<file path="src/rtl/mem_arbiter.sv">
// Shares one memory port between the ICache and DCache miss paths.
// Round-robin grant, one transaction in flight, watchdog abort.
module mem_arbiter #(
   parameter int unsigned TIMEOUT_CYCLES = 255,
   parameter int unsigned TW             = 8
) (
   input  logic        clk,
   input  logic        reset,
   input  logic        i_req_valid,
   input  logic [31:0] i_req_addr,
   output logic        i_resp_valid,
   output logic [31:0] i_resp_data,
   input  logic        d_req_valid,
   input  logic [31:0] d_req_addr,
   input  logic        d_req_we,
   input  logic [31:0] d_req_wdata,
   output logic        d_resp_valid,
   output logic [31:0] d_resp_data,
   output logic        mem_req_valid,
   input  logic        mem_req_ready,
   output logic [31:0] mem_req_addr,
   output logic        mem_req_we,
   output logic [31:0] mem_req_wdata,
   input  logic        mem_resp_valid,
   input  logic [31:0] mem_resp_data,
   output logic        busy,
   output logic        timeout_err
);

   typedef enum logic [1:0] {
      IDLE  = 2'd0,
      ISSUE = 2'd1,
      WAIT  = 2'd2
   } state_t;

   state_t        r_state;
   state_t        w_next;
   logic          r_pend_i;
   logic          r_pend_d;
   logic          r_last_d;
   logic          r_own_d;
   logic [31:0]   r_i_addr;
   logic [31:0]   r_d_addr;
   logic          r_d_we;
   logic [31:0]   r_d_wdata;
   logic [31:0]   r_m_addr;
   logic          r_m_we;
   logic [31:0]   r_m_wdata;
   logic [TW-1:0] r_wdog;
   logic          r_i_rv;
   logic [31:0]   r_i_rd;
   logic          r_d_rv;
   logic [31:0]   r_d_rd;
   logic          r_terr;

   logic w_grant_d;
   logic w_start;
   logic w_expire;
   logic w_done;
   logic w_abort;
   logic w_fin;
   logic w_clr_i;
   logic w_clr_d;
   logic w_set_i;
   logic w_set_d;

   // On a tie the requester that was not served last wins
   assign w_grant_d = r_pend_d & (~r_pend_i | ~r_last_d);
   assign w_start   = (r_state == IDLE) & (r_pend_i | r_pend_d);
   assign w_expire  = (r_wdog == TW'(TIMEOUT_CYCLES - 1));
   assign w_done    = (r_state == WAIT) & mem_resp_valid;
   assign w_abort   = (r_state != IDLE) & w_expire & ~w_done;
   assign w_fin     = w_done | w_abort;
   assign w_clr_i   = w_fin & ~r_own_d;
   assign w_clr_d   = w_fin & r_own_d;
   assign w_set_i   = i_req_valid & (~r_pend_i | w_clr_i);
   assign w_set_d   = d_req_valid & (~r_pend_d | w_clr_d);

   always_ff @(posedge clk or negedge reset) begin
      if (!reset) r_state <= IDLE;
      else        r_state <= w_next;
   end

   always_comb begin
      w_next = r_state;
      unique case (r_state)
         IDLE: begin
            if (w_start) w_next = ISSUE;
         end
         ISSUE: begin
            if (w_abort)            w_next = IDLE;
            else if (mem_req_ready) w_next = WAIT;
         end
         WAIT: begin
            if (w_fin) w_next = IDLE;
         end
         default: w_next = IDLE;
      endcase
   end

   always_ff @(posedge clk or negedge reset) begin
      if (!reset) begin
         r_pend_i  <= 1'b0;
         r_pend_d  <= 1'b0;
         r_i_addr  <= '0;
         r_d_addr  <= '0;
         r_d_we    <= 1'b0;
         r_d_wdata <= '0;
      end else begin
         r_pend_i <= w_set_i | (r_pend_i & ~w_clr_i);
         r_pend_d <= w_set_d | (r_pend_d & ~w_clr_d);
         if (w_set_i) r_i_addr <= i_req_addr;
         if (w_set_d) begin
            r_d_addr  <= d_req_addr;
            r_d_we    <= d_req_we;
            r_d_wdata <= d_req_wdata;
         end
      end
   end

   always_ff @(posedge clk or negedge reset) begin
      if (!reset) begin
         r_own_d   <= 1'b0;
         r_last_d  <= 1'b1;
         r_m_addr  <= '0;
         r_m_we    <= 1'b0;
         r_m_wdata <= '0;
         r_wdog    <= '0;
      end else begin
         if (w_start) begin
            r_own_d   <= w_grant_d;
            r_m_addr  <= w_grant_d ? r_d_addr : r_i_addr;
            r_m_we    <= w_grant_d & r_d_we;
            r_m_wdata <= w_grant_d ? r_d_wdata : '0;
            r_wdog    <= '0;
         end else if (r_state != IDLE) begin
            r_wdog <= r_wdog + TW'(1);
         end
         if (w_done) r_last_d <= r_own_d;
      end
   end

   // Aborted transactions still answer the owner, with zero data
   always_ff @(posedge clk or negedge reset) begin
      if (!reset) begin
         r_i_rv <= 1'b0;
         r_i_rd <= '0;
         r_d_rv <= 1'b0;
         r_d_rd <= '0;
         r_terr <= 1'b0;
      end else begin
         r_i_rv <= w_clr_i;
         r_d_rv <= w_clr_d;
         if (w_clr_i) r_i_rd <= w_done ? mem_resp_data : '0;
         if (w_clr_d) r_d_rd <= w_done ? mem_resp_data : '0;
         r_terr <= r_terr | w_abort;
      end
   end

   assign mem_req_valid = (r_state == ISSUE);
   assign mem_req_addr  = r_m_addr;
   assign mem_req_we    = r_m_we;
   assign mem_req_wdata = r_m_wdata;
   assign i_resp_valid  = r_i_rv;
   assign i_resp_data   = r_i_rd;
   assign d_resp_valid  = r_d_rv;
   assign d_resp_data   = r_d_rd;
   assign busy          = (r_state != IDLE);
   assign timeout_err   = r_terr;

endmodule

</file>
<file path="config.mk">
export PLATFORM = sky130hd
export DESIGN_NAME = mem_arbiter
export DESIGN_NICKNAME = d
export VERILOG_FILES = /design/src/rtl/mem_arbiter.sv
export SDC_FILE = /design/constraint.sdc
export NUM_CORES = 1
export LEC_CHECK = 0
export BUFFER_PORTS_ARGS = -buffer_cell sky130_fd_sc_hd__buf_2
export CAP_MARGIN = 10
export CORE_AREA = 2 2 123 244
export DETAILED_ROUTE_END_ITERATION = 8
export DIE_AREA = 0 0 125 246
export PLACE_DENSITY = 0.65
export SLEW_MARGIN = 5
export SYNTH_ARGS = -nofsm -noshare
export SYNTH_HDL_FRONTEND = slang
export SYNTH_SLANG_ARGS = --single-unit
</file>
<file path="constraint.sdc">
create_clock -name clk -period 2.5 [get_ports clk]
set_input_delay 0 -clock clk [delete_from_list [all_inputs] [get_ports clk]]
set_output_delay 0 -clock clk [all_outputs]
set_load 0.005 [all_outputs]
</file>
# Word level (Yosys, flattened, before mapping)
# Cells that the tools add are included.
# word_totals
ram_bits	0
latch_bits	0
memories	0
wordCells	66
regBits	243
input_bits	135
out_inout_bits	134
mem_bits_ro	0
# op_classes
n_eq_ne	6
div	0
addsub	1
mul	0
n_mux	10
n_shift	0
n_bitwise	27
n_reduce_logical	4
magnitude_cmp	0
# ops
cell	n
$mux W32	3
$mux W8	2
$and A1 B1 Y1	12
$add A8 B1 Y8 const B	1
$eq A8 B8 Y1 const B	1
$mux W2	4
$or A1 B1 Y1	8
$not A1 Y1	7
$pmux W2 S3	1
$ne A2 B2 Y1 const B	2
$reduce_bool A2 Y1	2
$ne A3 B1 Y1 const B	1
$reduce_and A3 Y1	1
$eq A2 B1 Y1 const B	1
$eq A2 B2 Y1 const B	1
$logic_not A2 Y1	1

# Longest topological paths before layout
# Gate-level depths: netlist of run 1.
# depth
depth_word	9
mapped_depth	8
mapped_depth_nobuf	6

# Worst setup path before layout of run 1
# OpenSTA, ideal clock, no wires.
# synth_path
path_type	reg-to-reg
startpoint	register r_own_d
endpoint	register r_d_addr[0]
required_ps	2375
t_arrival_ps	1811
stages_incl_launch_ff	9
period_less_slack_ps	1936
setup_time_ps	125
path_buffers	4
path_slack_ps	564
cell_sequence	dfrtp_1 buf_2 and4b_1 clkbuf_1 o21a_1 a31oi_1 buf_4 buf_6 mux2_4
# synth_via
elab_chain_len	3
# synth_rtl
element	line_no	text
start: declaration	41	logic r_own_d;
start signal: assignment	131	r_own_d <= w_grant_d;
$and A1 B1 Y1	75	assign w_clr_d = w_fin & r_own_d;
$or A1 B1 Y1	77	assign w_set_d = d_req_valid & (~r_pend_d | w_clr_d);
$and A1 B1 Y1	77	
end signal: assignment	114	r_d_addr <= d_req_addr;
end: declaration	43	logic [31:0] r_d_addr;
# No other way between the ends.
# A chain may end at the register's enable or synchronous reset.

# Final worst setup path of run 1
# layout_path
startpoint	register r_wdog[0]
endpoint	register r_i_addr[5]
# layout_via
elab_chain_len	7
# layout_rtl
element	line_no	text
start: declaration	49	logic [TW-1:0] r_wdog;
start signal: assignment	137	r_wdog <= r_wdog + TW'(1);
$eq A8 B8 Y1	70	assign w_expire = (r_wdog == TW'(TIMEOUT_CYCLES - 1));
$and A1 B1 Y1 (2 in a row)	72	assign w_abort = (r_state != IDLE) & w_expire & ~w_done;
$or A1 B1 Y1	73	assign w_fin = w_done | w_abort;
$and A1 B1 Y1	74	assign w_clr_i = w_fin & ~r_own_d;
$or A1 B1 Y1	76	assign w_set_i = i_req_valid & (~r_pend_i | w_clr_i);
$and A1 B1 Y1	76	
end signal: assignment	112	if (w_set_i) r_i_addr <= i_req_addr;
end: declaration	42	logic [31:0] r_i_addr;
# No other way between the ends.

==> impl_results.md, run 1 <==
* Skew final at 18.95 ps
* Io pins at 269
* Row count at 88
* Lkg Pwr at 6.881 nW
* CTS tree: done
* PwrDens at 1169 nW/um2
* Worst IR Drop VDD at 0.6191 mV
* Dpl cells at 1,243
* Synth top area cells: dfrtp_1 64%, a22o_1 8.8%, mux2_4 8.0%
* H-tree levels at 1
* CTS sink cnt at 243
* CP Launch Type: register
* Yosys reg bits at 243
* Required time of the critical path at 2900 ps
* Combinational share of power at 33.4%
* Worst skew pair latency at 530 ps
* Nets@finish at 1,180
* Crit path cell chain: inv_1 > ha_1 > nand2_1 > nor3b_4 > a22oi_2 > buf_4 > mux2_1
* Fraction of layout instances using a drive strength above 1 at 40.85%
* Maxcap violations at 0
* Mapped Nets at 776
* Most common cell after layout, fill and taps aside: buf_2
* Vias in the first global route at 7,437
* Vias at 6,777
* Top cell type's share of synthesized area at 64.30%
* Async SR Flop Fraction at 100.0%
* Final wirelength at 25,250 um
* DR iter-0 viols at 257
* Fmax achieved at 473.1 MHz
* Register Area at 6082 um2
* Grt total ovfl at 0
* Synth cell types at 39
* Avg WL per Cell at 17.76 um
* Synth Cell Area at 9418 um2
* Post-synth EDFFs at 0
* Post-CTS Setup Inserts at 0
* GRT met3 Usage at 2.215%
* Actual slew at the worst max-slew pin at 803.8 ps
* First-pass iteration count of the detailed router at 4
* DIE HEIGHT at 246 um
* Leading cell types in the layout, fill and taps excluded: 267 x buf_2, 242 x dfrtp_1, 134 x dlygate4sd3_1
* Sequential-to-total area share from yosys stat at 64.58%
* Slew Viols, Final at 0
* Period Utilization, post-route at 84.54%
* Largest net degree at the start of global routing at 100
* WP data arrival at 2510 ps
* Setup Viol. Count Final at 0
* CTS buffer count at 24
* Mean Syn Cell Area at 14.74 um2
* GRT met2 Usage at 29.36%
* CP delay by family, top: simple AND/OR/NAND/NOR gates
* Via density at 4.766
* First-pass GRT wire length at 40,110 um
* Clock Root Buffer: clkbuf_16
* Synth Flop Type: dfrtp_1
* CP bufs+invs at 2
* Cell Int Power at 10.91 mW
* Hold WC Path Type: in2async
* Initial core utilization at 32.65%
* Sw frac at 30.82%
* CTS max path bufs at 3
* CTS clk-pin slew, worst paths at 70 ps
* Slowest stage delay, CP at 440 ps
* Core box area at 28,850 um2
* Biggest area consumer among synthesized cells: dfrtp_1
* Run status: complete, no violations
* Setup CP Type: reg2reg
* Syn Inst Count at 639
* Tmin final at 2114 ps
* Die Area at 30,750 um2
* Clk pwr share at 24.0%
* Antenna violations before repair at 2
* Finished Layout Cells at 1,422
* Sequential power share at 42.6%
* Worst reg-to-reg path cell count at 7
* Ys Warns at 0
* Gr busiest metal: met2
* Post-DP HPWL at 16,660 um
* Rel. slew slack at 46.42%
* Final-report hold violation count at 0
* Crit-path max FO at 32
* Global placer's final weighted congestion at 0.8053
* Multi-input logic area at 3138 um2
* TNS Setup at 0 ps
* Layout fillers at 2,550
* WP depth at 7
* PortBufs at 268
* Post-route ant nets at 0
* Crit path max-delay cell type: nor3b_4
* GRT Util Overall at 16.25%
* P&R area growth vs syn at 43.26%
* Met1 usage at 17.68%
* RSZ-0062 raised after global routing: false
* DIE WIDTH at 125 um
* Worst Setup End Kind: register
* Residual DRC at 0
* Sw power at 4.861 mW
==> metal layers <==
metal,vias to the layer above,routed length (um)
li1,3129,-
met1,3347,9085
met2,208,13490
met3,93,978
met4,0,1697
met5,-,0
==> logic make-up after synthesis <==
logic type,after synthesis,share of synthesized area [%]
AOI/OAI and AO/OA,155,12.57
xor gates and xnor gates,1,0.09302
muxes,129,16.99
buffers and inverters,50,2.604
adders and majority gates,2,0.2657
and+or+nand+nor,59,2.897
DFF,243,64.58
==> flip-flops by register name, indices dropped and copies added (netlist names), 2 cells and up <==
| register | flops |
|---|---|
| d_resp_data | 32 |
| i_resp_data | 32 |
| mem_req_addr | 32 |
| mem_req_wdata | 32 |
| r_d_addr | 32 |
| r_d_wdata | 32 |
| r_i_addr | 32 |
| r_state | 2 |
| r_wdog | 8 |
==> stage by stage <==
step	cell area (um2)	power, mW	worst slack, ps	util (%)	hold WS [ps]
after floorplan	9418	9.716	563.7	-	-295.6
after global placement	11310	11.74	430.1	39.20	91.10
after detailed placement	11310	11.89	389.6	39.20	94.30
after CTS	13490	15.94	366.7	46.75	112.9
after global routing	13490	16.76	215.3	46.77	147.2
final	13490	15.77	386.4	46.77	91.19
==> worst paths after layout <==
check,startpoint,to,slack (ps)
worst min register to register,timeout_err,timeout_err,450
worst max-delay path,r_wdog[0],r_i_addr[5],390
min in group clk,d_req_addr[20],r_d_addr[20],230
worst max register to register,r_wdog[0],r_i_addr[5],390
max in group asynchronous,reset,r_d_wdata[15],1640
worst min-delay path,reset,r_i_addr[19],90
==> layout make-up <==
type	count	share of cell area (%)
clock buffer	34	5.332
tap	360	3.339
inverter	6	0.1669
antenna	2	0.03710
sequential	243	45.08
timing repair buffer	422	21.90
clock inverter	9	0.8810
multi-input combinational	346	23.26
==> synthesized netlist by cell type (5+ instances only) <==
cell type / n
dfrtp_1: 242
a22o_1: 95
mux2_4: 50
mux2_2: 46
o21ai_0: 39
nand2_1: 35
mux2i_1: 32
clkbuf_1: 24
buf_2: 13
nand3_1: 8
nor2_1: 7
inv_1: 6
a21o_1: 5
buf_6: 5
==> worst register-to-register path: stages, from the launching register on <==
cell,delay (ps)
dfrtp_1,420
inv_1,70
ha_1,130
nand2_1,80
nor3b_4,440
a22oi_2,140
buf_4,290
mux2_1,410
==> power by group through the flow <==
| stage | clock network [mW] | logic [mW] | registers, mW |
|---|---|---|---|
| after floorplan | 0 | 3.09 | 6.63 |
| after global placement | 0 | 5.04 | 6.69 |
| after detailed placement | 0 | 5.13 | 6.76 |
| after CTS | 3.92 | 5.33 | 6.70 |
| after global routing | 4.06 | 5.78 | 6.92 |
| final | 3.79 | 5.27 | 6.71 |
==> timing repair <==
| item | CTS | global route |
|---|---|---|
| hold buffers | 134 | 0 |
| gates resized for setup | 0 | 0 |
| setup endpoints to repair | 0 | 0 |
| hold endpoints to repair | 260 | 0 |
No activity file was read; power rests on OpenSTA's default activity.
==> run 2, diff against run 1 <==
--- a/config.mk
+++ b/config.mk
@@ -5,12 +5,13 @@
 export SDC_FILE = /design/constraint.sdc
 export NUM_CORES = 1
 export LEC_CHECK = 0
+export ABC_AREA = 1
 export BUFFER_PORTS_ARGS = -buffer_cell sky130_fd_sc_hd__buf_2
 export CAP_MARGIN = 10
-export CORE_AREA = 2 2 123 244
+export CORE_AREA = 2 2 125 248
 export DETAILED_ROUTE_END_ITERATION = 8
-export DIE_AREA = 0 0 125 246
-export PLACE_DENSITY = 0.65
+export DIE_AREA = 0 0 127 250
+export PLACE_DENSITY = 0.67
 export SLEW_MARGIN = 5
 export SYNTH_ARGS = -nofsm -noshare
 export SYNTH_HDL_FRONTEND = slang
==> constraint.sdc (replaced) <==
create_clock -name clk -period 1.7 [get_ports clk]
set_input_delay 0 -clock clk [delete_from_list [all_inputs] [get_ports clk]]
set_output_delay 0 -clock clk [all_outputs]
set_load 0.005 [all_outputs]
==> impl_results.md, run 2 <==
* CTS sink cnt at 243 (unchanged)
* H-tree levels at 1 (unchanged)
* PortBufs at 268 (unchanged)
* DR iter-0 viols at 668 (was 257)
* Global placer's final weighted congestion at 0.7928 (was 0.8053)
* Fmax achieved at 584.4 MHz (was 473.1 MHz)
* DIE HEIGHT at 250 um (was 246 um)
* CP Launch Type: register (unchanged)
* Worst skew pair latency at 520 ps (was 530 ps)
* Skew final at 11.89 ps (was 18.95 ps)
* Vias at 9,113 (was 6,777)
* Worst Hold Slack at 55.30 ps (was 91.19 ps)
* Worst Setup End Kind: register (unchanged)
* CTS max path bufs at 3 (unchanged)
* Rel. slew slack at 56.01% (was 46.42%)
* Synth Cell Area at 9676 um2 (was 9418 um2)
* Fin worst setup slack at -11.03 ps (was 386.4 ps)
* Antenna violations before repair at 0 (was 2)
* Lkg Pwr at 7.588 nW (was 6.881 nW)
* WP data arrival at 2130 ps (was 2510 ps)
* Tmin final at 1711 ps (was 2114 ps)
* Post-synth EDFFs at 0 (unchanged)
* Via density at 4.889 (was 4.766)
* R2r startpoint: r_wdog[0] (unchanged)
* Vias in the first global route at 8,938 (was 7,437)
* Run status: complete, but fails checks (was complete, no violations)
* Clock Root Buffer: clkbuf_16 (unchanged)
* Async SR Flop Fraction at 100.0% (unchanged)
* Grt total ovfl at 0 (unchanged)
* Initial core utilization at 32.30% (was 32.65%)
* Sequential-to-total area share from yosys stat at 62.86% (was 64.58%)
* First-pass GRT wire length at 48,020 um (was 40,110 um)
* Yosys reg bits at 243 (unchanged)
* Register Area at 6082 um2 (unchanged)
* Fraction of layout instances using a drive strength above 1 at 29.41% (was 40.85%)
* Syn Inst Count at 1,066 (was 639)
* Final instance area at 14,500 um2 (was 13,490 um2)
* Biggest area consumer among synthesized cells: dfrtp_1 (unchanged)
* Io pins at 269 (unchanged)
* RSZ-0062 raised after global routing: true (was false)
* Post-route ant nets at 0 (unchanged)
* Worst IR Drop VDD at 0.8699 mV (was 0.6191 mV)
* Finished Layout Cells at 1,864 (was 1,422)
* P&R area growth vs syn at 49.89% (was 43.26%)
* Hold WC Path Type: in2async (unchanged)
* CTS buffer count at 24 (unchanged)
* Final-report hold violation count at 0 (unchanged)
* First-pass iteration count of the detailed router at 6 (was 4)
* DIE WIDTH at 127 um (was 125 um)
* CTS tree: done (unchanged)
* CTS clk-pin slew, worst paths at 60 ps (was 70 ps)
* Core box area at 29,950 um2 (was 28,850 um2)
* Area post-placement at 11,560 um2 (was 11,310 um2)
* Ys Warns at 0 (unchanged)
* Period Utilization, post-route at 100.6% (was 84.54%)
* Residual DRC at 0 (unchanged)
* Row count at 90 (was 88)
* PwrDens at 1665 nW/um2 (was 1169 nW/um2)
* Die Area at 31,750 um2 (was 30,750 um2)
* Largest net degree at the start of global routing at 74 (was 100)
* Synth Flop Type: dfrtp_1 (unchanged)
* Multi-input logic area at 3430 um2 (was 3138 um2)
* Worst Setup SP: r_wdog[0] (unchanged)
* Layout fillers at 2,768 (was 2,550)
* Final wirelength at 31,580 um (was 25,250 um)
* Dpl cells at 1,666 (was 1,243)
* Synth top area cells: dfrtp_1 63%, nand2_1 15%, nand3_1 7.1% (was dfrtp_1 64%, a22o_1 8.8%, mux2_4 8.0%)
* Post-DP HPWL at 17,980 um (was 16,660 um)
* Crit-path max FO at 8 (was 32)
* Commonest cells post-synth: 381 x nand2_1, 242 x dfrtp_1, 138 x nand3_1 (was 242 x dfrtp_1, 95 x a22o_1, 50 x mux2_4)
* Setup Viol. Count Final at 9 (was 0)
* Most frequent cell after synthesis: nand2_1 (was dfrtp_1)
* Violated checks: negative setup slack
* Synth cell types at 27 (was 39)
* Required time of the critical path at 2120 ps (was 2900 ps)
* Setup CP Type: reg2reg (unchanged)
* Top cell type's share of synthesized area at 62.59% (was 64.30%)
* Avg WL per Cell at 16.94 um (was 17.76 um)
* Maxcap violations at 0 (unchanged)
* Mapped Nets at 1,203 (was 776)
* Slew Viols, Final at 0 (unchanged)
* Actual slew at the worst max-slew pin at 659.9 ps (was 803.8 ps)
* Nets@finish at 1,618 (was 1,180)
* GRT Util Overall at 18.66% (was 16.25%)
* Most common cell after layout, fill and taps aside: nand2_1 (was buf_2)
* Dpl ws at -57.64 ps (was 389.6 ps)
* Ant. Diodes at 0 (was 2)
* Mean Syn Cell Area at 9.076 um2 (was 14.74 um2)
* Leading cell types in the layout, fill and taps excluded: 315 x nand2_1, 267 x buf_2, 242 x dfrtp_1 (was 267 x buf_2, 242 x dfrtp_1, 134 x dlygate4sd3_1)
[run 2: path summary, 6_finish.rpt]
check,to,slack [ps],cells after the start
worst max-delay path,r_d_addr[21],-10,12
worst min-delay path,d_resp_data[8],60,3
worst max register to register,r_d_addr[21],-10,12
worst min register to register,r_i_addr[3],460,2
max in group asynchronous,d_resp_data[30],1230,3
min in group clk,r_i_addr[9],240,4
[run 2: cell families after synthesis]
kind of cell	Yosys count	synth area share, %
AOI/OAI and AO/OA	139	7.216
adders and majority gates	2	0.2586
buffers and inverters	113	5.250
DFF	243	62.86
and+or+nand+nor	569	24.41
[run 2: routing by layer]
layer | GRT usage (%) | wire, um
met5 | 0 | 0
met3 | 3.258 | 2492
met1 | 24.58 | 12720
met2 | 31.37 | 15450
met4 | 5.557 | 917
[run 2: what timing repair did]
item,CTS,global route
gates resized for setup,18,92
setup buffers,5,1
gates cloned,5,10
pin swaps,2,6
endpoints found under the setup margin,97,127
hold buffers,136,0
hold endpoints to repair,410,0
[run 2: power breakdown]
part	total (mW)	switching, mW	internal, mW
Combinational	8.84	4.99	3.85
Sequential	9.82	1.54	8.29
Clock	5.48	2.24	3.24
[run 2: final cells by class]
type	count	share of cell area, %
inverters	45	1.165
clock inverters	6	0.5953
repair buffers	456	24.49
well taps	368	3.175
clock buffers	35	4.987
flip-flops and latches	243	41.94
multi-input cells	711	23.65
[run 2: critical path: stages (launching register included)]
cell and delay (ps):
dfrtp_1 390, inv_2 80, ha_4 140, nand2_4 50
nor2_4 100, nand3_4 90, nand2_4 100, nand2_4 70
nand2_8 140, nand2_8 110, clkbuf_16 220, nand2_2 60
nand2_1 40
[run 2: through the flow]
step / util, % / setup TNS [ps] / power [mW]
global route: 48.42 / -4059 / 25.85
finish: 48.42 / -44.26 / 24.15
floorplan: - / 0 / 13.74
CTS: 46.66 / 0 / 23.38
detailed placement: 38.59 / -4045 / 17.23
global placement: 38.59 / -866.7 / 17.02
